===== config.mk =====
export PLATFORM = sky130hd
export DESIGN_NAME = csa_accum_sequencer
export DESIGN_NICKNAME = d
export VERILOG_FILES = /design/src/rtl/csa_accum_sequencer.sv
export SDC_FILE = /design/constraint.sdc
export NUM_CORES = 1
export LEC_CHECK = 0
export CELL_PAD_IN_SITES_DETAIL_PLACEMENT = 1
export CELL_PAD_IN_SITES_GLOBAL_PLACEMENT = 2
export CORE_MARGIN = 5
export CORE_UTILIZATION = 30
export DETAILED_ROUTE_END_ITERATION = 12
export GPL_ROUTABILITY_DRIVEN = 0
export PLACE_DENSITY = 0.94
export SLEW_MARGIN = 0
export SYNTH_ARGS = -nofsm -noshare
export SYNTH_HDL_FRONTEND = slang
export SYNTH_SLANG_ARGS = --single-unit

===== constraint.sdc =====
create_clock -name clk -period 4.83 [get_ports clk]
set_clock_uncertainty 0.2 [all_clocks]
set_input_delay 0.966 -clock clk [delete_from_list [all_inputs] [get_ports clk]]
set_output_delay 0.966 -clock clk [all_outputs]
set_load 0.03 [all_outputs]

===== src/rtl/csa_accum_sequencer.sv =====
// Multi-cycle carry-save accumulator controller.
// Streams beats of TERMS_PER_CYCLE operands through one 3:2 compressor
// reduction with the registered carry/sum pair fed back each cycle, then
// presents the redundant (C, S) result on a valid/ready output.

// N-input to 2-output carry-save reduction built from a chain of 3:2 stages.
// Carries out of the MSB are dropped, so the result is exact mod 2^W.
module compressor_tree_3_to_2 #(
    parameter int W = 16,
    parameter int N = 6
) (
    input  logic [W-1:0] in_i [N],
    output logic [W-1:0] c_o,
    output logic [W-1:0] s_o
);

    logic [W-1:0] sumAcc;
    logic [W-1:0] carryAcc;

    function automatic logic [W-1:0] majShift(input logic [W-1:0] a,
                                               input logic [W-1:0] b,
                                               input logic [W-1:0] c);
        return ((a & b) | (a & c) | (b & c)) << 1;
    endfunction

    // Fold each additional term into the running carry/sum pair.
    always_comb begin
        sumAcc   = in_i[0];
        carryAcc = in_i[1];
        for (int k = 2; k < N; k++) begin
            {carryAcc, sumAcc} = {majShift(sumAcc, carryAcc, in_i[k]),
                                  sumAcc ^ carryAcc ^ in_i[k]};
        end
    end

    assign c_o = carryAcc;
    assign s_o = sumAcc;

endmodule

module csa_accum_sequencer #(
    parameter  int BIT_LEN         = 16,
    parameter  int TERMS_PER_CYCLE = 4,
    parameter  int MAX_BEATS       = 255,
    localparam int CNT_W           = $clog2(MAX_BEATS + 1)
) (
    input  logic               clk,
    input  logic               rst_n,
    input  logic               clear,
    input  logic               in_valid,
    output logic               in_ready,
    input  logic [BIT_LEN-1:0] in_terms [TERMS_PER_CYCLE],
    input  logic               in_last,
    output logic               out_valid,
    input  logic               out_ready,
    output logic [BIT_LEN-1:0] out_C,
    output logic [BIT_LEN-1:0] out_S,
    output logic [CNT_W-1:0]   out_beats,
    output logic               out_overflow
);

    localparam int TREE_N = TERMS_PER_CYCLE + 2;

    typedef enum logic {
        S_ACCUM = 1'b0,
        S_DONE  = 1'b1
    } state_e;

    state_e             state_q;
    logic [BIT_LEN-1:0] acc_c_q;
    logic [BIT_LEN-1:0] acc_s_q;
    logic [CNT_W-1:0]   cnt_q;
    logic               ovf_q;

    logic [BIT_LEN-1:0] acc_c_d;
    logic [BIT_LEN-1:0] acc_s_d;
    logic [CNT_W-1:0]   cnt_d;
    logic               cnt_at_max;
    logic               accept;
    logic [BIT_LEN-1:0] tree_in [TREE_N];

    // Tree operands: the fed-back carry/sum pair followed by this beat's terms.
    always_comb begin
        tree_in[0] = acc_c_q;
        tree_in[1] = acc_s_q;
        for (int k = 0; k < TERMS_PER_CYCLE; k++) begin
            tree_in[k + 2] = in_terms[k];
        end
    end

    compressor_tree_3_to_2 #(
        .W (BIT_LEN),
        .N (TREE_N)
    ) u_tree (
        .in_i (tree_in),
        .c_o  (acc_c_d),
        .s_o  (acc_s_d)
    );

    // Beats are only taken while accumulating and never during an abort.
    assign in_ready   = (state_q == S_ACCUM) && !clear;
    assign accept     = in_valid && in_ready;
    assign cnt_at_max = (cnt_q == CNT_W'(MAX_BEATS));
    assign cnt_d      = cnt_at_max ? cnt_q : cnt_q + 1'b1;

    // Sequencer: accumulate beats, hold the result until taken, abort on clear.
    always_ff @(posedge clk or negedge rst_n) begin
        if (!rst_n) begin
            state_q <= S_ACCUM;
            acc_c_q <= '0;
            acc_s_q <= '0;
            cnt_q   <= '0;
            ovf_q   <= 1'b0;
        end else if (clear) begin
            state_q <= S_ACCUM;
            acc_c_q <= '0;
            acc_s_q <= '0;
            cnt_q   <= '0;
            ovf_q   <= 1'b0;
        end else begin
            case (state_q)
                S_ACCUM: begin
                    if (accept) begin
                        acc_c_q <= acc_c_d;
                        acc_s_q <= acc_s_d;
                        cnt_q   <= cnt_d;
                        ovf_q   <= ovf_q | cnt_at_max;
                        if (in_last) begin
                            state_q <= S_DONE;
                        end
                    end
                end
                S_DONE: begin
                    if (out_ready) begin
                        state_q <= S_ACCUM;
                        acc_c_q <= '0;
                        acc_s_q <= '0;
                        cnt_q   <= '0;
                        ovf_q   <= 1'b0;
                    end
                end
            endcase
        end
    end

    assign out_valid    = (state_q == S_DONE);
    assign out_C        = acc_c_q;
    assign out_S        = acc_s_q;
    assign out_beats    = cnt_q;
    assign out_overflow = ovf_q;

endmodule


==> Flow_metrics.wiki <==
{| class="wikitable"
! Metric !! Value
|-
| Number of hold buffers added after CTS || 0
|-
| Multi-input combinational cell area || 0.00181 sq mm
|-
| Total standard cell area after synthesis || 0.00309 sq mm
|-
| Clock tree from TritonCTS || done
|-
| Destination of the critical timing path || in_ready
|-
| Reg-to-reg startpoint || out_C[12]$_DFFE_PN0P_
|-
| Register-to-register setup slack || 1.90 ns
|-
| Residual DRC count || 0
|-
| Ant diodes || 0
|-
| Input/output buffers || 111
|-
| Detail-routed net length per standard cell || 17.1 um
|-
| Met2 track utilization from global routing || 0.283
|-
| Synth Register Bits || 41
|-
| Clock Pin Slew Worst Setup and Hold Paths || 0.08 ns
|-
| Worst R2R Path Depth || 6
|-
| Worst slew margin relative to its limit || 0.353
|-
| Arrival time of data at the critical path endpoint || 2.49 ns
|-
| Maximum number of pins on one net before global-route repair || 42
|-
| Post-CTS setup buffers || 0
|-
| Num CTS Buffers || 5
|-
| Final HPWL DP || 7630 um
|-
| DRT Pass-1 Iters || 4
|-
| CTS root buffer || clkbuf_8
|-
| Wire length of the first global-routing pass || 15,300 um
|-
| Yosys cell types || 29
|-
| Met3 Usage GRT || 0.0255
|-
| Number of violations of the max-capacitance limit || 0
|-
| DIE WIDTH || 111 um
|-
| Area inside the core boundary || 0.0102 sq mm
|-
| Io pins || 113
|-
| Unrepaired setup endpoints after global routing || false
|-
| Net count after synthesis || 408
|-
| Average footprint of a synthesized cell || 11.2 sq um
|-
| Hold Fails Final Rpt || 0
|-
| Sum of negative setup slack || 0 ns
|-
| Count of standard-cell rows || 37
|-
| Number of antenna-violating nets in the routed design || 0
|-
| Fin crit period || 3.66 ns
|-
| Max-slew violations || 0
|-
| Post-cts resize count || 0
|-
| Storage element area || 0.00103 sq mm
|-
| Number of H-tree levels || 2
|-
| Via Count || 2,384
|-
| Power per Cell Area || 499 mW/mm^2
|-
| M1 GR Usage || 0.184
|-
| Cell total after placement || 518
|-
| Worst setup path start || clear
|-
| Worst-case vdd ir drop || 0.225 mV
|-
| Worst EP required || 3.66 ns
|-
| Element type at the critical path end || output port
|-
| Worst-skew pair later-pin latency || 0.29 ns
|-
| Busiest metal layer after global routing || met2
|-
| Share of layout cells above drive strength 1 || 0.0308
|-
| Number of warning messages in the yosys log || 0
|-
| Number of instances in the synthesized netlist || 277
|-
| Critical register-to-register path endpoint || out_S[12]$_DFFE_PN0P_
|-
| Largest buffer count on any clock path || 2
|-
| Run status || finished clean
|-
| Hold WC Path Type || flip-flop to flip-flop
|-
| Growth of design area from synthesis to finish || 43.1%
|-
| Cell Count, Final, Fillers Out || 525
|-
| Die Area || 0.0124 sq mm
|-
| Ratio of routed vias to standard cells || 4.54
|-
| Ratio of final minimum period to clock period || 0.758
|-
| Vertical die dimension || 111 um
|-
| FILL cells || 1,161
|-
| Initial Util || 0.303
|-
| Sequential share of the synthesized area || 0.332
|-
| Antenna violations before repair || 0
|-
| Static Leak || 1.94 nW
|-
| Type of the worst setup path || primary input to output port
|-
| Tot GR Track Use || 0.154
|-
| Final Routed Wirelength || 8970 um
|-
| Initial DRC Count || 78
|-
| Nets@finish || 520
|-
| Sink count of the clock tree || 41
|-
| Maximum fanout along the worst path || 5
|-
| Startpoint type of the worst setup path || primary input
|-
| Total overflow reported by the global router || 0
|-
| Top achievable clock speed || 273 MHz
|-
| Least-Margin Pin Slew || 0.971 ns
|-
| Via count of the first global-routing pass || 2,903
|-
| Final setup violating endpoints || 0
|}
## worst max-delay path: stages
cell             delay [ns]
clkdlybuf4s50_1        0.49
nor2_1                 0.30
clkdlybuf4s50_1        0.74
## through the flow
step	instance area (sq um)	setup slack [ns]	hold slack [ns]	power (mW)	util
6_report	4420	1.17	0.347	2.20	0.434
5_1_grt	4420	1.07	0.395	2.45	0.434
4_1_cts	4420	1.16	0.353	2.27	0.434
3_5_place_dp	4330	0.872	0.334	2.02	0.426
3_3_place_gp	4330	0.990	0.306	1.88	0.426
2_1_floorplan	3090	1.47	0.470	1.45	-
## power breakdown
group | internal, mW | leakage (nW) | switching (mW)
registers | 0.428 | 0.554 | 0.0969
clock network | 0.114 | 0.0443 | 0.120
logic | 0.673 | 1.35 | 0.773
## area by class of cell
cell class                 count  area share
multi-input combinational    173       0.410
sequential                    41       0.232
tap                          136      0.0385
inverter                      56      0.0476
clock buffer                   7      0.0195
timing repair buffer         112       0.252
## how the worst min path moves through the flow
stage	start	endpoint	slack, ns	cells past startpoint
after floorplan	rst_n	out_C[10]$_DFFE_PN0P_	0.47	0
after global placement	out_S[3]$_DFFE_PN0P_	out_S[3]$_DFFE_PN0P_	0.31	2
after detailed placement	out_S[9]$_DFFE_PN0P_	out_S[9]$_DFFE_PN0P_	0.33	2
after CTS	out_S[9]$_DFFE_PN0P_	out_S[9]$_DFFE_PN0P_	0.35	2
after global routing	out_S[4]$_DFFE_PN0P_	out_S[4]$_DFFE_PN0P_	0.39	2
final	out_S[9]$_DFFE_PN0P_	out_S[9]$_DFFE_PN0P_	0.35	2
## layer usage
| layer | vias to the layer above | routed length (um) |
|---|---|---|
| met2 | 60 | 4930 |
| met1 | 1245 | 3580 |
| li1 | 1064 | - |
| met3 | 15 | 241 |
| met5 | - | 0 |
| met4 | 0 | 209 |
## Yosys cell counts
cell | number | area, sq um
nand3_1 | 5 | 25.0
nand2_1 | 33 | 124
nor4_4 | 1 | 21.3
xor2_1 | 1 | 8.76
buf_2 | 3 | 15.0
fa_1 | 56 | 1120
nor2_1 | 7 | 26.3
a22o_1 | 4 | 35.0
a2bb2oi_1 | 1 | 8.76
clkbuf_1 | 2 | 7.51
dfrtp_1 | 41 | 1030
xnor2_1 | 10 | 87.6
buf_6 | 1 | 11.3
ha_1 | 5 | 62.6
nor3_1 | 2 | 10.0
a22oi_1 | 1 | 7.51
buf_4 | 1 | 7.51
conb_1 | 1 | 3.75
and2_1 | 1 | 6.26
a21oi_1 | 5 | 25.0
and3_1 | 1 | 6.26
o21ai_0 | 31 | 155
inv_1 | 56 | 210
and2b_2 | 1 | 8.76
or3_1 | 3 | 18.8
and4_1 | 1 | 8.76
a21o_1 | 1 | 7.51
nand4_1 | 1 | 6.26
o2bb2ai_4 | 1 | 27.5
## kinds of logic after synthesis
family | after synthesis | share of synthesized area
AND/OR/NAND/NOR | 56 | 0.0847
AO/OA/AOI/OAI | 44 | 0.0863
XOR/XNOR | 11 | 0.0312
buffers and inverters | 63 | 0.0814
other | 1 | 0.00121
adder cells (fa/ha/maj) | 61 | 0.383
flip-flops | 41 | 0.332
## sequential cells by signal, summed over array words and instances (netlist names)
name          cells
out_C            15
out_beats         8
out_overflow      1
out_S            16
out_valid         1
## layout by cell type, fill, tap and decap left out, types with 2 or more instances in the layout
| cell type | synthesis | routed |
|---|---|---|
| clkdlybuf4s50_1 | 0 | 110 |
| inv_1 | 56 | 56 |
| fa_1 | 56 | 56 |
| dfrtp_1 | 41 | 41 |
| nand2_1 | 33 | 33 |
| o21ai_0 | 31 | 31 |
| xnor2_1 | 10 | 10 |
| nor2_1 | 7 | 6 |
| clkbuf_8 | 0 | 6 |
| a21oi_1 | 5 | 5 |
| nand3_1 | 5 | 5 |
| ha_1 | 5 | 5 |
| a22o_1 | 4 | 4 |
| or3_1 | 3 | 3 |
| nor3_1 | 2 | 2 |
(Power assumes the default switching activity.)
